===== src/rtl/dbg_guv_multi.sv =====
// Multi-channel debug governor: pauses, drops or logs flits on NUM_CH AXI-Stream
// channels, configured through a daisy-chained two-flit command stream.
module dbg_guv_multi #(
  parameter int DATA_WIDTH  = 32,
  parameter int DEST_WIDTH  = 16,
  parameter int ID_WIDTH    = 16,
  parameter int CNT_SIZE    = 16,
  parameter int ADDR_WIDTH  = 10,
  parameter int ADDR        = 0,
  parameter int NUM_CH      = 4,
  parameter int STICKY_MODE = 1,
  parameter int PIPE_STAGE  = 0,
  localparam int CH_W  = $clog2(NUM_CH + 1),
  localparam int KW    = DATA_WIDTH / 8,
  localparam int LOG_W = DATA_WIDTH + KW + 1 + DEST_WIDTH + ID_WIDTH
) (
  input  logic                           clk,
  input  logic                           rst,
  input  logic [DATA_WIDTH-1:0]          cmd_in_TDATA,
  input  logic                           cmd_in_TVALID,
  output logic [DATA_WIDTH-1:0]          cmd_out_TDATA,
  output logic                           cmd_out_TVALID,
  input  logic [NUM_CH*DATA_WIDTH-1:0]   in_TDATA,
  input  logic [NUM_CH*KW-1:0]           in_TKEEP,
  input  logic [NUM_CH*DEST_WIDTH-1:0]   in_TDEST,
  input  logic [NUM_CH*ID_WIDTH-1:0]     in_TID,
  input  logic [NUM_CH-1:0]              in_TLAST,
  input  logic [NUM_CH-1:0]              in_TVALID,
  output logic [NUM_CH-1:0]              in_TREADY,
  output logic [NUM_CH*DATA_WIDTH-1:0]   out_TDATA,
  output logic [NUM_CH*KW-1:0]           out_TKEEP,
  output logic [NUM_CH*DEST_WIDTH-1:0]   out_TDEST,
  output logic [NUM_CH*ID_WIDTH-1:0]     out_TID,
  output logic [NUM_CH-1:0]              out_TLAST,
  output logic [NUM_CH-1:0]              out_TVALID,
  input  logic [NUM_CH-1:0]              out_TREADY,
  output logic [NUM_CH*LOG_W-1:0]        log_TDATA,
  output logic [NUM_CH-1:0]              log_TLAST,
  output logic [NUM_CH-1:0]              log_TVALID,
  input  logic [NUM_CH-1:0]              log_TREADY
);

  typedef enum logic [1:0] {IDLE, OURS, THEIRS} cmd_state_t;

  cmd_state_t            state;
  logic [CH_W-1:0]       cmd_ch;
  logic [3:0]            cmd_reg;
  logic                  hdr_ours;
  logic                  fwd;
  logic                  wr_en;
  logic [CNT_SIZE-1:0]   wr_val;
  logic                  unused_cmd_bits;

  assign hdr_ours = (cmd_in_TDATA[ADDR_WIDTH+CH_W+3:CH_W+4] == ADDR_WIDTH'(ADDR));
  assign fwd      = cmd_in_TVALID & (((state == IDLE) & ~hdr_ours) | (state == THEIRS));
  assign wr_en    = cmd_in_TVALID & (state == OURS);
  assign wr_val   = cmd_in_TDATA[CNT_SIZE-1:0];
  assign unused_cmd_bits = ^cmd_in_TDATA;

  always_ff @(posedge clk or negedge rst) begin
    if (!rst) begin
      state   <= IDLE;
      cmd_ch  <= '0;
      cmd_reg <= '0;
    end else if (cmd_in_TVALID) begin
      case (state)
        IDLE: begin
          if (hdr_ours) begin
            state   <= OURS;
            cmd_ch  <= cmd_in_TDATA[CH_W+3:4];
            cmd_reg <= cmd_in_TDATA[3:0];
          end else begin
            state <= THEIRS;
          end
        end
        OURS:    state <= IDLE;
        THEIRS:  state <= IDLE;
        default: state <= IDLE;
      endcase
    end
  end

  if (PIPE_STAGE != 0) begin : g_cmd_pipe
    always_ff @(posedge clk or negedge rst) begin
      if (!rst) begin
        cmd_out_TDATA  <= '0;
        cmd_out_TVALID <= 1'b0;
      end else begin
        cmd_out_TDATA  <= cmd_in_TDATA;
        cmd_out_TVALID <= fwd;
      end
    end
  end else begin : g_cmd_comb
    assign cmd_out_TDATA  = cmd_in_TDATA;
    assign cmd_out_TVALID = fwd;
  end

  for (genvar k = 0; k < NUM_CH; k++) begin : g_ch
    logic [CNT_SIZE-1:0] sh_drop, sh_log, act_drop, act_log;
    logic                sh_pause, sh_logging, sh_dropping;
    logic                act_pause, act_logging, act_dropping;
    logic                log_full;
    logic [LOG_W-1:0]    log_buf;
    logic                sel, latch, pause, drop, logging, space, accept, load;

    assign sel     = wr_en & ((cmd_ch == '1) | (cmd_ch == CH_W'(k)));
    assign latch   = sel & (cmd_reg == 4'd15);
    assign pause   = act_pause;
    assign drop    = act_dropping | (act_drop != '0);
    assign logging = act_logging | (act_log != '0);
    assign space   = ~log_full | log_TREADY[k];
    assign accept  = in_TVALID[k] & in_TREADY[k];
    assign load    = accept & ~drop & logging;

    assign in_TREADY[k]  = ~pause & (drop | (out_TREADY[k] & (~logging | space)));
    assign out_TVALID[k] = in_TVALID[k] & ~pause & ~drop & (~logging | space);
    assign out_TDATA[k*DATA_WIDTH +: DATA_WIDTH] = in_TDATA[k*DATA_WIDTH +: DATA_WIDTH];
    assign out_TKEEP[k*KW +: KW]                 = in_TKEEP[k*KW +: KW];
    assign out_TDEST[k*DEST_WIDTH +: DEST_WIDTH] = in_TDEST[k*DEST_WIDTH +: DEST_WIDTH];
    assign out_TID[k*ID_WIDTH +: ID_WIDTH]       = in_TID[k*ID_WIDTH +: ID_WIDTH];
    assign out_TLAST[k]                          = in_TLAST[k];

    // Latch takes priority over a same-cycle counter decrement.
    always_ff @(posedge clk or negedge rst) begin
      if (!rst) begin
        sh_drop      <= '0;
        sh_log       <= '0;
        sh_pause     <= 1'b0;
        sh_logging   <= 1'b0;
        sh_dropping  <= 1'b0;
        act_drop     <= '0;
        act_log      <= '0;
        act_pause    <= 1'b0;
        act_logging  <= 1'b0;
        act_dropping <= 1'b0;
      end else begin
        if (sel) begin
          case (cmd_reg)
            4'd0: sh_drop     <= wr_val;
            4'd1: sh_log      <= wr_val;
            4'd2: sh_pause    <= wr_val[0];
            4'd3: sh_logging  <= wr_val[0];
            4'd4: sh_dropping <= wr_val[0];
            4'd15: begin
              if (STICKY_MODE == 0) begin
                sh_drop     <= '0;
                sh_log      <= '0;
                sh_pause    <= 1'b0;
                sh_logging  <= 1'b0;
                sh_dropping <= 1'b0;
              end
            end
            default: ;
          endcase
        end
        if (latch) begin
          act_drop     <= sh_drop;
          act_log      <= sh_log;
          act_pause    <= sh_pause;
          act_logging  <= sh_logging;
          act_dropping <= sh_dropping;
        end else begin
          if (accept && drop && (act_drop != '0)) act_drop <= act_drop - CNT_SIZE'(1);
          if (load && (act_log != '0))            act_log  <= act_log - CNT_SIZE'(1);
        end
      end
    end

    // A load in the same cycle as a drain keeps the entry full with the new flit.
    always_ff @(posedge clk or negedge rst) begin
      if (!rst) begin
        log_full <= 1'b0;
        log_buf  <= '0;
      end else if (load) begin
        log_full <= 1'b1;
        log_buf  <= {in_TID[k*ID_WIDTH +: ID_WIDTH], in_TDEST[k*DEST_WIDTH +: DEST_WIDTH],
                     in_TLAST[k], in_TKEEP[k*KW +: KW], in_TDATA[k*DATA_WIDTH +: DATA_WIDTH]};
      end else if (log_full && log_TREADY[k]) begin
        log_full <= 1'b0;
      end
    end

    assign log_TDATA[k*LOG_W +: LOG_W] = log_buf;
    assign log_TVALID[k]               = log_full;
    assign log_TLAST[k]                = log_buf[DATA_WIDTH+KW];
  end

endmodule


===== config.mk =====
export PLATFORM = sky130hd
export DESIGN_NAME = dbg_guv_multi
export DESIGN_NICKNAME = d
export VERILOG_FILES = /design/src/rtl/dbg_guv_multi.sv
export SDC_FILE = /design/constraint.sdc
export NUM_CORES = 1
export LEC_CHECK = 0
export CAP_MARGIN = 20
export CORE_AREA = 4 4 357 359
export CTS_CLUSTER_DIAMETER = 120
export DETAILED_ROUTE_END_ITERATION = 8
export DIE_AREA = 0 0 361 363
export HOLD_SLACK_MARGIN = 0.03
export PLACE_DENSITY_LB_ADDON = 0.12
export SYNTH_ARGS = -nofsm -noshare
export SYNTH_HDL_FRONTEND = slang
export SYNTH_SLANG_ARGS = --single-unit
export TNS_END_PERCENT = 10

===== constraint.sdc =====
create_clock -name clk -period 4.28 [get_ports clk]
set_clock_uncertainty 0.2 [all_clocks]
set_input_delay 1.07 -clock clk [delete_from_list [all_inputs] [get_ports clk]]
set_output_delay 1.07 -clock clk [all_outputs]
set_load 0.02 [all_outputs]

==> out/metrics.yaml <==
crit_family: "buffers and inverters"
power_density_nw_per_um2: 416
cts_tree: "done"
clk_pin_slew_ps: 50
crit_cells: 7
dieArea_um2: 131000
cts_resized: 26
finalHoldViolCount: 0
globalplace.congestion: 0.764
synth_compound_area_share_pct: 3.17
cts_made_buffers: 76
synth_top_family_by_area: "multiplexers"
via_per_inst: 4.12
fin_crit_ps: 4110
worst_setup_path_start_kind: "input pin"
area_growth_pct: 42.5
postRouteAntennaNets: 0
cts_setup_buffers: 0
vias: 18893
status: "completed"
initial_core_util_pct: 21.8
cts_buffer_depth: 3
wl_um: 94600
relSlewSlack_pct: 35.4
gr-total-overflow: 0
synth-xor-area-share_pct: 3.64
cts_hold_buf: 0
die_width_um: 361
drc: 0
top_register: "g_ch.log_buf"
worstSetupPathType: "in2out"
drv_cap: 0
grt_start_max_net_pins: 74
largest_register_ffs: 276
grt_pass1_vias: 20209
worstSetupEndpointType: "output pin"
fin_crit_sh_pct: 95.9
synth_top_flop_cell: "dfrtp_1"
port_buffers: 893
worstMarginPinSlew_ps: 970
dp_hpwl_um: 70700
final-max-slew-violation-count: 0
clk_latency_ps: 640
utilization_pct: 31.0
async_reset_ff_share_pct: 100
path_cells: "clkdlybuf4s50_1, nor4_1, buf_4, nand3_1, nor2_1, nor3_1, clkdlybuf4s50_1"
synthAdderAreaFrac_pct: 0.743
core_region_area_um2: 124000
yosys_register_bits: 569
synth_simple_gate_area_share_pct: 10.0
syn_inst: 2227
io_pins: 924
rsz0062_at_grt: "false"
reg2regPathDepth: 8
final_cells: 4582
cts_max_level: 3
syn_avg_cell_area_um2: 12.1
p_leak_nw: 17.2
required_ps: 3010
drive_gt1_share_pct: 22.3
synth_cell_types: 59
arrival_ps: 2840
worstPathBufferInverterCount: 3
synth_edf_count: 0
finalSetupViolations: 0
netlist_area_um2: 26900
drtIter0Drc: 786
antenna_found_initial: 12
die_h_um: 363
muxShareOfSynthArea_pct: 18.8
nets: 3224
wl_per_cell_um: 20.7
max_freq_mhz: 244
cts.sinks: 569
rows: 129
ir_worst_vdd_v: 0.000270
yosysWarnings: 0
first_pass_iters: 4
grt_use_total_pct: 13.9
crit_fanout: 2
grt_pass1_wl_um: 138000
cts_root_buf: "clkbuf_16"
critPathMaxStageDelay_ps: 540
syn-num-nets: 2566
hold_class: "in2async"
crit_path_frequent_cell: "clkdlybuf4s50_1"
critPathSlowestCell: "clkdlybuf4s50_1"
seq_area_frac_synth_pct: 52.8
dp_cells: 4444
cells in the final DEF (no fill, tap or decap), types with 5 or more instances in the layout:
cell type,instances
clkdlybuf4s50_1,882
dfrtp_1,569
mux2_2,355
nand2_1,173
nor2_1,112
o21ai_0,79
clkbuf_16,77
buf_4,70
mux2_4,69
xor2_1,59
xnor2_1,53
nor3_1,44
a21oi_1,41
nand3_1,41
nand4_1,28
nor4_1,25
clkbuf_1,23
inv_1,18
or4_1,16
ha_1,16
clkbuf_8,15
buf_12,14
nand2b_1,12
or3_1,12
nand3b_1,8
o21ai_1,8
clkinv_2,8
nand4b_1,7
and3_1,7
nor4b_1,6
or2_2,5
nor2b_1,5
nor3b_1,5
dlygate4sd2_1,5
final timing paths:
check / start / endpoint / slack [ps]
worst min-delay path: rst / g_ch[3].log_buf[24] / 240
min in group clk: g_ch[2].sh_log[4] / g_ch[2].act_log[4] / 260
worst max-delay path: cmd_in_TDATA[8] / cmd_out_TVALID / 170
max in group asynchronous: rst / g_ch[1].log_buf[40] / 2730
worst max register to register: g_ch[2].act_drop[0] / g_ch[2].log_buf[0] / 940
worst min register to register: g_ch[2].sh_log[4] / g_ch[2].act_log[4] / 260
kinds of logic after synthesis:
family / Yosys count
AOI/OAI and AO/OA: 155
xor gates and xnor gates: 112
adders and majority gates: 16
buffers and inverters: 412
DFF: 569
muxes: 427
and+or+nand+nor: 536
through the flow:
stage          total power [mW]  setup TNS [ps]  worst slack (ps)  hold slack (ps)  instance area (um2)
6_report                   16.0               0               174              237                38400
5_1_grt                    16.9               0              16.5              247                38400
4_1_cts                    16.4           -20.0             -20.0              252                38400
3_5_place_dp               9.94           -6.55             -6.55              262                35900
3_3_place_gp               9.90           -96.2             -96.2              261                35900
2_1_floorplan              8.25               0               646              233                26900
metal layers:
layer | global-route usage [%] | wire length (um)
met5 | 0 | 0
met2 | 24.5 | 48500
met1 | 17.3 | 39500
met3 | 2.80 | 4370
met4 | 3.67 | 2190
final cells by class:
type	instances	area, um2
fill	12523	85400
sequential	569	14200
multi-input combinational	1246	9900
timing repair buffer	974	9720
clock buffer	115	2220
tap	1637	2050
clock inverter	19	210
inverter	18	67.6
antenna	4	10.0
cell usage after synthesis (all sizes together) (2+ instances only):
master	count	area share, %
a21oi	41	0.76
nor4b	8	0.26
a21o	2	0.056
nand2	173	2.4
ha	16	0.74
dfrtp	569	53
or4b	4	0.16
and3	7	0.16
a211oi	4	0.11
nor2b	7	0.16
nor4	30	0.85
a31oi	4	0.093
nor2	115	1.6
nand2b	12	0.28
nor3b	6	0.17
nor3	49	1.0
or3b	2	0.065
nand3b	8	0.22
buf	342	9.8
mux2i	3	0.11
o21bai	2	0.056
o311ai	2	0.065
or2	5	0.12
o31ai	2	0.056
xnor2	53	1.7
nand3	41	0.76
clkbuf	52	0.72
nand4	28	0.65
inv	18	0.25
o211ai	3	0.084
or3	13	0.32
nand4b	7	0.23
and4	2	0.065
or4	18	0.52
o21ai	90	1.7
mux2	424	19
xor2	59	1.9
report_power, final:
part	switching, mW	total, mW	internal (mW)
Clock	2.52	6.18	3.66
Combinational	1.71	3.38	1.67
Sequential	0.469	6.43	5.96
Total	4.69	16.0	11.3
(Power assumes the default switching activity.)
